===== config.mk =====
export PLATFORM = sky130hd
export DESIGN_NAME = imm_encoder_flat
export DESIGN_NICKNAME = d
export VERILOG_FILES = /design/src/rtl/imm_encoder_if.sv /design/src/rtl/imm_encoder.sv /design/src/flat_wrapper.sv
export SDC_FILE = /design/constraint.sdc
export NUM_CORES = 1
export LEC_CHECK = 0
export ABC_AREA = 1
export BUFFER_PORTS_ARGS = -buffer_cell sky130_fd_sc_hd__buf_2
export CAP_MARGIN = 20
export CELL_PAD_IN_SITES_DETAIL_PLACEMENT = 0
export CELL_PAD_IN_SITES_GLOBAL_PLACEMENT = 2
export CORE_MARGIN = 2
export CORE_UTILIZATION = 30
export CTS_CLUSTER_DIAMETER = 50
export DETAILED_ROUTE_END_ITERATION = 8
export MAX_ROUTING_LAYER = met4
export PLACE_DENSITY = 0.83
export SLEW_MARGIN = 30
export SYNTH_ARGS = -nofsm -noshare
export SYNTH_HDL_FRONTEND = slang
export SYNTH_SLANG_ARGS = --single-unit

===== constraint.sdc =====
create_clock -name Clk -period 1.9 [get_ports Clk]
set_input_delay 0.095 -clock Clk [delete_from_list [all_inputs] [get_ports Clk]]
set_output_delay 0.095 -clock Clk [all_outputs]
set_load 0.05 [all_outputs]

===== src/rtl/imm_encoder_if.sv =====
// ============================================================================
//  Module      : imm_encoder_if
//  Description : Request/response bundle for the immediate encoder.
//                Request side : in_valid, in_ready, datIn
//                Response side: out_valid, out_ready, code, found
//                slave  modport - the encoder
//                master modport - the requester / result consumer
//  Revision    : 1.0 - initial release
// ============================================================================
`default_nettype none

interface imm_encoder_if #(
   parameter int DATA_W = 8,
   parameter int IDX_W  = 4
);
   logic              in_valid;
   logic              in_ready;
   logic [DATA_W-1:0] datIn;
   logic              out_valid;
   logic              out_ready;
   logic [IDX_W:0]    code;
   logic              found;

   modport slave (
      input  in_valid, datIn, out_ready,
      output in_ready, out_valid, code, found
   );

   modport master (
      output in_valid, datIn, out_ready,
      input  in_ready, out_valid, code, found
   );
endinterface

`default_nettype wire


===== src/rtl/imm_encoder.sv =====
// ============================================================================
//  Module      : imm_encoder
//  Description : Reverse of the decode-side immediate LUT. Maps an 8-bit
//                constant to the 5-bit immediate field that expands back to
//                it. Constants 0..15 encode directly as {0,value}; anything
//                else is searched through the 16-entry table, one entry per
//                cycle, lowest matching index first.
//  Ports       : Clk   - system clock, rising edge
//                Reset - asynchronous, active-high reset
//                bus   - imm_encoder_if.slave (request + response handshake)
//  Revision    : 1.0 - initial release
// ============================================================================
`default_nettype none

module imm_encoder #(
   parameter int DATA_W = 8,
   parameter int IDX_W  = 4
) (
   input  wire logic     Clk,
   input  wire logic     Reset,
   imm_encoder_if.slave  bus
);

   typedef enum logic [1:0] {
      S_IDLE = 2'd0,
      S_SCAN = 2'd1,
      S_DONE = 2'd2
   } state_t;

   localparam logic [IDX_W-1:0] LAST_IDX = {IDX_W{1'b1}};

   state_t            state_q,     state_d;
   logic [DATA_W-1:0] val_q,       val_d;
   logic [IDX_W-1:0]  idx_q,       idx_d;
   // hit_q/last_q carry the previous cycle's compare outcome, so the DONE
   // transition lands one cycle after the compare that produced it.
   logic              hit_q,       hit_d;
   logic              last_q,      last_d;
   logic [IDX_W:0]    pend_q,      pend_d;
   logic              in_ready_q,  in_ready_d;
   logic              out_valid_q, out_valid_d;
   logic [IDX_W:0]    code_q,      code_d;
   logic              found_q,     found_d;
   logic [DATA_W-1:0] w_entry;

   function automatic logic [DATA_W-1:0] lut_f(input logic [IDX_W-1:0] i);
      logic [DATA_W-1:0] v;
      case (i)
         4'h0: v = 8'hF1;  4'h1: v = 8'h80;  4'h2: v = 8'h81;  4'h3: v = 8'hC8;
         4'h4: v = 8'h82;  4'h5: v = 8'h26;  4'h6: v = 8'hD7;  4'h7: v = 8'h40;
         4'h8: v = 8'h00;  4'h9: v = 8'hF5;  4'hA: v = 8'h80;  4'hB: v = 8'h4A;
         4'hC: v = 8'hF0;  4'hD: v = 8'hF9;  4'hE: v = 8'hFF;  default: v = 8'hF4;
      endcase
      return v;
   endfunction

   assign w_entry = lut_f(idx_q);

   always_ff @(posedge Clk or posedge Reset) begin
      if (Reset) begin
         state_q     <= S_IDLE;
         val_q       <= '0;
         idx_q       <= '0;
         hit_q       <= 1'b0;
         last_q      <= 1'b0;
         pend_q      <= '0;
         in_ready_q  <= 1'b1;
         out_valid_q <= 1'b0;
         code_q      <= '0;
         found_q     <= 1'b0;
      end else begin
         state_q     <= state_d;
         val_q       <= val_d;
         idx_q       <= idx_d;
         hit_q       <= hit_d;
         last_q      <= last_d;
         pend_q      <= pend_d;
         in_ready_q  <= in_ready_d;
         out_valid_q <= out_valid_d;
         code_q      <= code_d;
         found_q     <= found_d;
      end
   end

   always_comb begin
      state_d     = state_q;
      val_d       = val_q;
      idx_d       = idx_q;
      hit_d       = hit_q;
      last_d      = last_q;
      pend_d      = pend_q;
      in_ready_d  = in_ready_q;
      out_valid_d = out_valid_q;
      code_d      = code_q;
      found_d     = found_q;

      case (state_q)
         S_IDLE: begin
            if (bus.in_valid && in_ready_q) begin
               val_d      = bus.datIn;
               idx_d      = '0;
               last_d     = 1'b0;
               in_ready_d = 1'b0;
               state_d    = S_SCAN;
               // Direct values are pre-marked as hits so they leave SCAN on
               // the very next edge without touching the table; this also
               // keeps 0x00 from ever resolving to table index 8.
               if (bus.datIn[DATA_W-1:IDX_W] == '0) begin
                  hit_d  = 1'b1;
                  pend_d = {1'b0, bus.datIn[IDX_W-1:0]};
               end else begin
                  hit_d  = 1'b0;
                  pend_d = '0;
               end
            end
         end

         S_SCAN: begin
            if (hit_q || last_q) begin
               state_d     = S_DONE;
               out_valid_d = 1'b1;
               code_d      = hit_q ? pend_q : '0;
               found_d     = hit_q;
            end else begin
               if (w_entry == val_q) begin
                  hit_d  = 1'b1;
                  pend_d = {1'b1, idx_q};
               end
               last_d = (idx_q == LAST_IDX);
               idx_d  = idx_q + 1'b1;
            end
         end

         S_DONE: begin
            if (bus.out_ready) begin
               state_d     = S_IDLE;
               out_valid_d = 1'b0;
               code_d      = '0;
               found_d     = 1'b0;
               in_ready_d  = 1'b1;
            end
         end

         default: begin
            state_d = S_IDLE;
         end
      endcase
   end

   assign bus.in_ready  = in_ready_q;
   assign bus.out_valid = out_valid_q;
   assign bus.code      = code_q;
   assign bus.found     = found_q;

endmodule

`default_nettype wire


===== src/flat_wrapper.sv =====
// flat-port wrapper written by rule: the top's interface ports become plain ports
module imm_encoder_flat 
#(
   parameter int DATA_W = 8,
   parameter int IDX_W  = 4
)
  (Clk, Reset, bus_in_valid, bus_datIn, bus_out_ready, bus_in_ready, bus_out_valid, bus_code, bus_found);
  imm_encoder_if #(.DATA_W(DATA_W), .IDX_W(IDX_W)) bus_i ();
  input  wire logic Clk;
  input  wire logic Reset;
  input wire logic [$bits(bus_i.in_valid)-1:0] bus_in_valid;
  input wire logic [$bits(bus_i.datIn)-1:0] bus_datIn;
  input wire logic [$bits(bus_i.out_ready)-1:0] bus_out_ready;
  output wire logic [$bits(bus_i.in_ready)-1:0] bus_in_ready;
  output wire logic [$bits(bus_i.out_valid)-1:0] bus_out_valid;
  output wire logic [$bits(bus_i.code)-1:0] bus_code;
  output wire logic [$bits(bus_i.found)-1:0] bus_found;
  assign bus_i.in_valid = bus_in_valid;
  assign bus_i.datIn = bus_datIn;
  assign bus_i.out_ready = bus_out_ready;
  assign bus_in_ready = bus_i.in_ready;
  assign bus_out_valid = bus_i.out_valid;
  assign bus_code = bus_i.code;
  assign bus_found = bus_i.found;
  imm_encoder #(.DATA_W(DATA_W), .IDX_W(IDX_W)) u_core (.Clk(Clk), .Reset(Reset), .bus(bus_i));
endmodule

==> results.py, run 1 <==
metrics = {
    "run_status": {
        "outcome": "completed",
    },
    "die": {
        "die_area_mm2": 0.00644,
        "die_h_um": 80.2,
        "io_pins": 20,
        "die-width_um": 80.2,
        "initial_utilization": 0.313,
        "core_mm2": 0.00557,
        "rows": 27,
    },
    "timing": {
        "max_slew_margin": 0.688,
        "worstMarginPinSlew_ps": 465,
        "holdWs_ps": 12.7,
        "fmax_ghz": 0.556,
        "final_hold_viol_count": 0,
        "rsz0062_at_grt": "yes",
        "clock_skew_ps": 4.80,
        "tns_ps": 0,
        "finalCriticalPeriod_ps": 1800,
        "drv_slew": 0,
        "fin_crit_sh": 0.947,
        "setup-violations-final": 0,
    },
    "synth": {
        "synth_top_cell_area_share": 0.402,
        "synth_area_per_cell_um2": 7.58,
        "ys.flop_type": "dfrtp_1",
        "synth_edf_count": 0,
        "syn_nets": 250,
        "synth-seq-cells": 29,
        "syn_area_mm2": 0.00174,
        "synthTopCellsByArea": "dfrtp_1 40%, nand2_1 17%, nand3_1 8.9%",
        "yosys.area.top_type": "dfrtp_1",
        "ys_types": 26,
        "yosysSeqAreaShare": 0.417,
        "synthArstFlopShare": 1.00,
        "yosysWarnings": 0,
        "syn_inst": 230,
    },
    "clocking": {
        "cts_made_buffers": 5,
        "htreeDepth": 2,
        "clk_latency_ps": 280,
        "path_clk_slew_ps": 60,
        "cts_root_buffer": "clkbuf_8",
        "cts_tree": "done",
        "cts_buffer_depth": 2,
        "cts.sinks": 29,
    },
    "power": {
        "combPwrFrac": 0.031,
        "p_seq_frac": 0.536,
        "ir_drop_mv": 0.485,
        "p_leak_uw": 0.00107,
        "power_frac_clock": 0.433,
        "intPower_uw": 883,
        "switchingPower_uw": 271,
        "swShare": 0.235,
        "p_per_area_mw_per_mm2": 532,
    },
    "global_routing": {
        "antenna_found_initial": 0,
        "grt_pass1_vias": 1456,
        "grt_pass1_wl_mm": 6.93,
        "grt_max_degree": 30,
        "groute.usage.overall": 0.145,
        "overflow": 0,
    },
    "critical_path": {
        "r2r_setup_slack_ps": 100,
        "worstPathArrival_ps": 2020,
        "critical_path_required_ps": 2120,
        "worstPathMaxFanout": 7,
        "r2r-start": "u_core.idx_q[0]",
        "crit_type": "flop to flop",
        "r2r_cells": 12,
        "r2r_end": "u_core.pend_q[3]",
        "end_kind": "flop",
        "cp-start-kind": "flop",
        "cp-startpoint": "u_core.idx_q[0]",
    },
    "route": {
        "wl_met3_um": 109,
        "firstDrtPassIters": 4,
        "via_count": 1512,
        "drc": 0,
        "highest_layer": "met4",
        "totalWireLength_mm": 4.19,
        "met1Wirelength_mm": 2.15,
        "final_antenna_net_count": 0,
        "wl_met2_mm": 1.89,
        "viasPerCell": 4.45,
        "drt-wirelength-per-cell_um": 12.3,
        "drt_iter0_markers": 53,
    },
    "finish": {
        "drive_above_1_share": 0.302,
        "area_delta_synth_final_pct": 24.6,
        "nets": 287,
        "antenna_cells": 0,
        "final_cell_mix": "68 x nand2_1, 31 x nand3_1, 28 x dfrtp_1",
        "layout_commonest_cell": "nand2_1",
    },
    "min_path": {
        "hold_path_end": "u_core.state_q[1]",
        "hp-class": "input pin to flop",
        "hold_path_depth": 2,
        "hold_start": "bus_out_ready",
    },
    "placement": {
        "portBuffers": 19,
        "hpwl_mm": 3.13,
        "routabilityCongestion": 0.811,
    },
    "run": {
        "maxCapViolCount": 0,
    },
}
## sequential cells by signal, indices dropped and copies added (netlist names)
| register | flops |
|---|---|
| u_core.bus.in_ready | 1 |
| u_core.bus.out_valid | 1 |
| u_core.bus.code | 5 |
| u_core.idx_q | 4 |
| u_core.bus.found | 1 |
| u_core.val_q | 8 |
| u_core.state_q | 2 |
| u_core.pend_q | 5 |
| u_core.last_q | 1 |
| u_core.hit_q | 1 |
## metal layers
metal | vias to the layer above | GRT usage
met5 | - | -
met4 | 0 | 0.0458
met3 | 4 | 0.0303
met2 | 17 | 0.214
met1 | 680 | 0.201
li1 | 811 | -
## power groups by stage
stage,Combinational (uW),Clock [uW],Sequential [uW]
after CTS,36.9,512,619
after global placement,35.1,0,631
final,35.8,500,619
after global routing,41.6,539,619
after floorplan,14.7,0,630
after detailed placement,35.2,0,630
## logic make-up after synthesis
logic type / Yosys count / share of synthesized area
and+or+nand+nor: 137 / 0.369
buffers and inverters: 34 / 0.0897
DFF: 29 / 0.417
AOI/OAI and AO/OA: 22 / 0.0668
adders and majority gates: 8 / 0.0574
## cell type report
type | instances | area [um^2]
Inverter | 29 | 114
Sequential cell | 29 | 727
Fill cell | 581 | 3400
Tap cell | 72 | 90.1
Clock buffer | 5 | 68.8
Clock inverter | 3 | 17.5
Timing Repair Buffer | 35 | 225
Multi-Input combinational cell | 167 | 930
## cells in the mapped netlist (3+ instances only)
master / instances
dfrtp_1: 28
ha_1: 8
inv_1: 23
inv_2: 3
nand2_1: 78
nand3_1: 31
nand3_2: 5
nand4_1: 5
nor2_1: 8
o21ai_0: 18
## worst max-delay path, stage by stage, from the launching register on
cell     delay [ps]
dfrtp_1         420
ha_2            220
ha_2            180
or2_1           230
nand3_1          70
nand2_1          50
nand2_1          80
nand2_2          70
nor2_4          120
nand2_4          90
nand2_4         110
nand2_1          50
nand2_1          50
## metrics by stage
step / total power [uW] / utilization / cell area [um^2] / cells / setup WS (ps)
floorplan: 645 / - / 1740 / 230 / 117
global placement: 666 / 0.354 / 1970 / 328 / 70.1
detailed placement: 666 / 0.354 / 1970 / 328 / 35.7
CTS: 1170 / 0.371 / 2070 / 337 / 20.6
global route: 1200 / 0.390 / 2170 / 340 / -33.9
finish: 1150 / 0.390 / 2170 / 340 / 100
## worst max path at each step
stage	endpoint	slack (ps)
2_1_floorplan	u_core.hit_q	120
3_3_place_gp	u_core.pend_q[1]	70
3_5_place_dp	u_core.pend_q[1]	40
4_1_cts	u_core.pend_q[3]	20
5_1_grt	u_core.pend_q[1]	-30
6_report	u_core.pend_q[3]	100
## timing repair
| action | CTS | global route |
|---|---|---|
| endpoints found under the setup margin | 0 | 6 |
| resized for setup | 0 | 26 |
| hold buffers | 1 | 0 |
| endpoints found under the hold margin | 28 | 0 |
| setup buffers | 0 | 3 |
Power figures use the tool's default switching activity.
==> inputs of run 2 (changes only) <==
--- a/config.mk
+++ b/config.mk
@@ -12,9 +12,9 @@
 export CELL_PAD_IN_SITES_GLOBAL_PLACEMENT = 2
 export CORE_MARGIN = 2
-export CORE_UTILIZATION = 30
+export CORE_UTILIZATION = 33
 export CTS_CLUSTER_DIAMETER = 50
 export DETAILED_ROUTE_END_ITERATION = 8
 export MAX_ROUTING_LAYER = met4
-export PLACE_DENSITY = 0.83
+export PLACE_DENSITY = 0.87
 export SLEW_MARGIN = 30
 export SYNTH_ARGS = -nofsm -noshare
==> constraint.sdc (replaced) <==
create_clock -name Clk -period 2 [get_ports Clk]
set_input_delay 0.4 -clock Clk [delete_from_list [all_inputs] [get_ports Clk]]
set_output_delay 0.4 -clock Clk [all_outputs]
set_load 0.05 [all_outputs]
==> results.py, run 2 (synthesized netlist as in run 1, its figures left out) <==
metrics = {
    "die": {
        "io_pins": 20,
        "die-width_um": 76.7,
        "core_mm2": 0.00511,
        "die_h_um": 76.7,
        "die_area_mm2": 0.00588,
        "initial_utilization": 0.341,
        "rows": 26,
    },
    "finish": {
        "nets": 283,
        "area_delta_synth_final_pct": 18.9,
        "layout.cells.non_filler": 334,
        "final_cell_mix": "78 x nand2_1, 31 x nand3_1, 28 x dfrtp_1",
        "largest_reg_flops": 8,
        "drive_above_1_share": 0.231,
        "largest-register": "u_core.val_q",
        "layout_commonest_cell": "nand2_1",
        "antenna_cells": 0,
        "nFillCells": 560,
    },
    "global_routing": {
        "grt_pass1_wl_mm": 6.91,
        "grt.met1_usage": 0.205,
        "grt_max_degree": 30,
        "met3_usage": 0.0318,
        "grt_pass1_vias": 1482,
        "grt_use_met2": 0.233,
        "groute.usage.overall": 0.152,
        "overflow": 0,
        "top_usage_layer": "met2",
        "antenna_found_initial": 0,
    },
    "route": {
        "drc": 0,
        "totalWireLength_mm": 3.97,
        "drt-wirelength-per-cell_um": 11.9,
        "final_antenna_net_count": 0,
        "firstDrtPassIters": 4,
        "via_count": 1479,
        "viasPerCell": 4.43,
        "drt_iter0_markers": 61,
    },
    "timing": {
        "final_hold_viol_count": 0,
        "drv_slew": 0,
        "fmax_ghz": 0.561,
        "fin_crit_sh": 0.892,
        "max_slew_margin": 0.641,
        "clock_skew_ps": 5.41,
        "tns_ps": 0,
        "setup-violations-final": 0,
        "worstMarginPinSlew_ps": 535,
        "finalCriticalPeriod_ps": 1780,
        "rsz0062_at_grt": "no",
    },
    "placement": {
        "portBuffers": 19,
        "hpwl_mm": 3.11,
        "routabilityCongestion": 0.801,
        "placed_cells": 326,
    },
    "power": {
        "combPwrFrac": 0.031,
        "ir_drop_mv": 0.366,
        "swShare": 0.231,
        "p_seq_frac": 0.539,
        "intPower_uw": 838,
        "switchingPower_uw": 252,
        "p_leak_uw": 0.00105,
        "p_per_area_mw_per_mm2": 526,
        "power_frac_clock": 0.431,
    },
    "run_status": {
        "outcome": "completed",
    },
    "critical_path": {
        "critical_path_required_ps": 2170,
        "worstPathMaxFanout": 7,
        "r2r_end": "u_core.pend_q[2]",
        "crit_type": "flop to flop",
        "r2r-start": "u_core.idx_q[1]",
        "r2r_setup_slack_ps": 220,
        "worstPathArrival_ps": 1950,
        "cp-start-kind": "flop",
        "r2r_cells": 14,
        "end_kind": "flop",
    },
    "clocking": {
        "postCtsSetupRepairBufs": 0,
        "cts_root_buffer": "clkbuf_8",
        "cts_tree": "done",
        "htreeDepth": 2,
        "cts_made_buffers": 5,
        "cts-resized-gates": 0,
        "clk_latency_ps": 280,
        "cts_buffer_depth": 2,
        "ctsHoldBuffers": 0,
        "cts.sinks": 29,
        "path_clk_slew_ps": 70,
    },
    "min_path": {
        "hp-class": "input pin to async pin",
    },
    "run": {
        "maxCapViolCount": 0,
    },
}
run 2: changes by cell type in the layout (fill, tap and decap cells not counted):
| cell | delta |
|---|---|
| nand2_1 | +10 |
| nand2_2 | -10 |
| ha_1 | +4 |
| inv_1 | +3 |
| buf_6 | -2 |
| ha_2 | -2 |
| ha_4 | -2 |
| inv_2 | -2 |
| buf_4 | -1 |
| dlygate4sd3_1 | -1 |
| inv_4 | -1 |
run 2: worst max-delay path by stage:
stage / startpoint / to / slack, ps
2_1_floorplan: u_core.idx_q[0] / u_core.hit_q / 220
3_3_place_gp: u_core.idx_q[0] / u_core.pend_q[1] / 180
3_5_place_dp: u_core.idx_q[0] / u_core.pend_q[0] / 140
4_1_cts: u_core.idx_q[0] / u_core.pend_q[0] / 130
5_1_grt: u_core.idx_q[1] / u_core.pend_q[2] / 8
6_report: u_core.idx_q[1] / u_core.pend_q[2] / 220
run 2: layout make-up:
cell class / instances / area (um^2) / area share
inverters: 29 / 111 / 0.0537
multi-input cells: 167 / 875 / 0.422
well taps: 70 / 87.6 / 0.0423
clock inverters: 3 / 17.5 / 0.00845
repair buffers: 31 / 185 / 0.0894
clock buffers: 5 / 68.8 / 0.0332
flip-flops and latches: 29 / 727 / 0.351
run 2: worst max-delay path, stage by stage, from the launching register on:
cell and delay [ps]:
dfrtp_1 400, inv_2 90, buf_4 140, ha_2 200, nand2_1 70, nand3_2 120, nand2_1 60, nand2_1 60
nand2_1 60, inv_2 40, nand2_1 80, nor2_4 130, nand2_4 100, nand3_1 80, nand2_1 60
run 2: power groups by stage:
stage                     clock network (uW)  logic [uW]  registers (uW)
after CTS                                487        35.2             587
after global routing                     509        38.1             587
after floorplan                            0        13.9             599
after detailed placement                   0        35.1             598
after global placement                     0        34.7             598
final                                    469        33.3             587
run 2: layer usage:
layer | vias up | wire, um | part of all wire
met4 | 0 | 17 | 0.0043
met1 | 653 | 2050 | 0.52
met2 | 21 | 1750 | 0.44
met5 | - | 0 | 0
met3 | 2 | 163 | 0.041
li1 | 803 | - | -
run 2: metrics by stage:
step	hold slack, ps	cell area [um^2]	setup slack (ps)	util	power (uW)
2_1_floorplan	442	1740	217	-	613
3_3_place_gp	450	1970	177	0.386	633
3_5_place_dp	454	1970	137	0.386	633
4_1_cts	195	2060	130	0.403	1110
5_1_grt	203	2070	8.07	0.406	1130
6_report	184	2070	216	0.406	1090
==> inputs of run 3 (changes only) <==
MAX_ROUTING_LAYER = unset   (was met4)
==> results.py, run 3 (synthesized netlist as in run 1, its figures left out) <==
metrics = {
    "run_status": {
        "outcome": "completed",
    },
    "die": {
        "io_pins": 20,
        "core_mm2": 0.00511,
        "die_area_mm2": 0.00588,
        "die_h_um": 76.7,
        "rows": 26,
        "initial_utilization": 0.341,
        "die-width_um": 76.7,
    },
    "global_routing": {
        "antenna_found_initial": 0,
        "groute.usage.overall": 0.147,
        "overflow": 0,
        "grt_pass1_wl_mm": 6.90,
        "grt_pass1_vias": 1482,
        "grt_max_degree": 30,
    },
    "clocking": {
        "cts_root_buffer": "clkbuf_8",
        "path_clk_slew_ps": 70,
        "clk_latency_ps": 280,
        "ctsHoldBuffers": 0,
        "cts_buffer_depth": 2,
        "cts.sinks": 29,
        "cts_tree": "done",
        "htreeDepth": 2,
        "cts_made_buffers": 5,
    },
    "critical_path": {
        "max_stage_delay_ps": 400,
        "crit_chain": "inv_2, buf_4, ha_2, nand2_1, nand3_2, nand2_1, nand2_1, nand2_1, inv_2, nand2_1, nor2_4, nand2_4, nand2_4, nand2_1, nand2_1",
        "end_kind": "flop",
        "r2r_cells": 15,
        "worstPathMaxFanout": 7,
        "crit_family": "simple AND/OR/NAND/NOR gates",
        "r2r_setup_slack_ps": 220,
        "path_buf_inv": 3,
        "crit_cells": 15,
        "worstPathArrival_ps": 2000,
        "crit_type": "flop to flop",
        "r2r_end": "u_core.pend_q[2]",
        "r2r-start": "u_core.idx_q[1]",
        "slowest_stage": "dfrtp_1",
        "cp-start-kind": "flop",
        "worst_path_most_repeated_cell": "nand2_1",
        "critical_path_required_ps": 2210,
    },
    "timing": {
        "fmax_ghz": 0.560,
        "max_slew_margin": 0.641,
        "worstMarginPinSlew_ps": 534,
        "clock_skew_ps": 5.84,
        "setup-violations-final": 0,
        "rsz0062_at_grt": "no",
        "fin_crit_sh": 0.892,
        "tns_ps": 0,
        "drv_slew": 0,
        "finalCriticalPeriod_ps": 1780,
        "final_hold_viol_count": 0,
    },
    "route": {
        "drt-wirelength-per-cell_um": 11.8,
        "drc": 0,
        "highest_layer": "met4",
        "totalWireLength_mm": 3.95,
        "wl_met3_um": 152,
        "wl_met2_mm": 1.76,
        "drt_iter0_markers": 65,
        "firstDrtPassIters": 4,
        "met1Wirelength_mm": 2.03,
        "via_count": 1487,
        "final_antenna_net_count": 0,
        "viasPerCell": 4.45,
    },
    "placement": {
        "placed_cells": 326,
        "portBuffers": 19,
        "hpwl_mm": 3.11,
        "routabilityCongestion": 0.790,
    },
    "power": {
        "ir_drop_mv": 0.365,
        "p_leak_uw": 0.00105,
        "p_per_area_mw_per_mm2": 525,
    },
    "finish": {
        "nets": 283,
        "layout_commonest_cell": "nand2_1",
        "nFillCells": 560,
        "regArea_um2": 727,
        "largest-register": "u_core.val_q",
        "largest_reg_flops": 8,
        "drive_above_1_share": 0.231,
        "layout.cells.non_filler": 334,
        "final_cell_mix": "78 x nand2_1, 31 x nand3_1, 28 x dfrtp_1",
        "area_delta_synth_final_pct": 18.9,
        "antenna_cells": 0,
        "multiInputGateArea_um2": 875,
    },
    "min_path": {
        "hp-class": "input pin to async pin",
    },
    "run": {
        "maxCapViolCount": 0,
    },
}
## run 3: cell type report
cell class              instances  area share
clock inverters                 3     0.00845
clock buffers                   5      0.0332
inverters                      29      0.0537
multi-input cells             167       0.422
flip-flops and latches         29       0.351
well taps                      70      0.0423
repair buffers                 31      0.0894
## run 3: worst min-delay path, stage by stage
cell   delay (ps)
buf_2          90
inv_1          40
buf_4         340
## run 3: power by group
part,switching [uW],leakage [uW],internal (uW)
clock,228,0.0000439,240
combinational,21.5,0.000685,11.7
sequential,0.280,0.000318,587
## run 3: worst max path at each step
stage | end | start | slack (ps)
4_1_cts | u_core.pend_q[0] | u_core.idx_q[0] | 130
2_1_floorplan | u_core.hit_q | u_core.idx_q[0] | 220
5_1_grt | u_core.pend_q[2] | u_core.idx_q[1] | 8
6_report | u_core.pend_q[2] | u_core.idx_q[1] | 220
3_5_place_dp | u_core.pend_q[0] | u_core.idx_q[0] | 140
3_3_place_gp | u_core.pend_q[1] | u_core.idx_q[0] | 180
## run 3: per-stage QoR
step	utilization	setup slack [ps]	hold WS (ps)	total power, uW	area, um^2
floorplan	-	217	442	613	1740
global placement	0.386	177	450	633	1970
detailed placement	0.386	137	454	633	1970
CTS	0.403	130	195	1110	2060
global route	0.406	8.07	203	1130	2070
finish	0.406	215	185	1090	2070
## run 3: layer usage
layer  vias up  track usage
li1        803            -
met1       663        0.205
met2        19        0.233
met3         2       0.0318
met4         0       0.0382
met5         -            0
## run 3: what timing repair did
item | 4_1_cts | 5_1_grt
setup buffers | 0 | 0
setup endpoints to repair | 0 | 5
resized for setup | 0 | 4
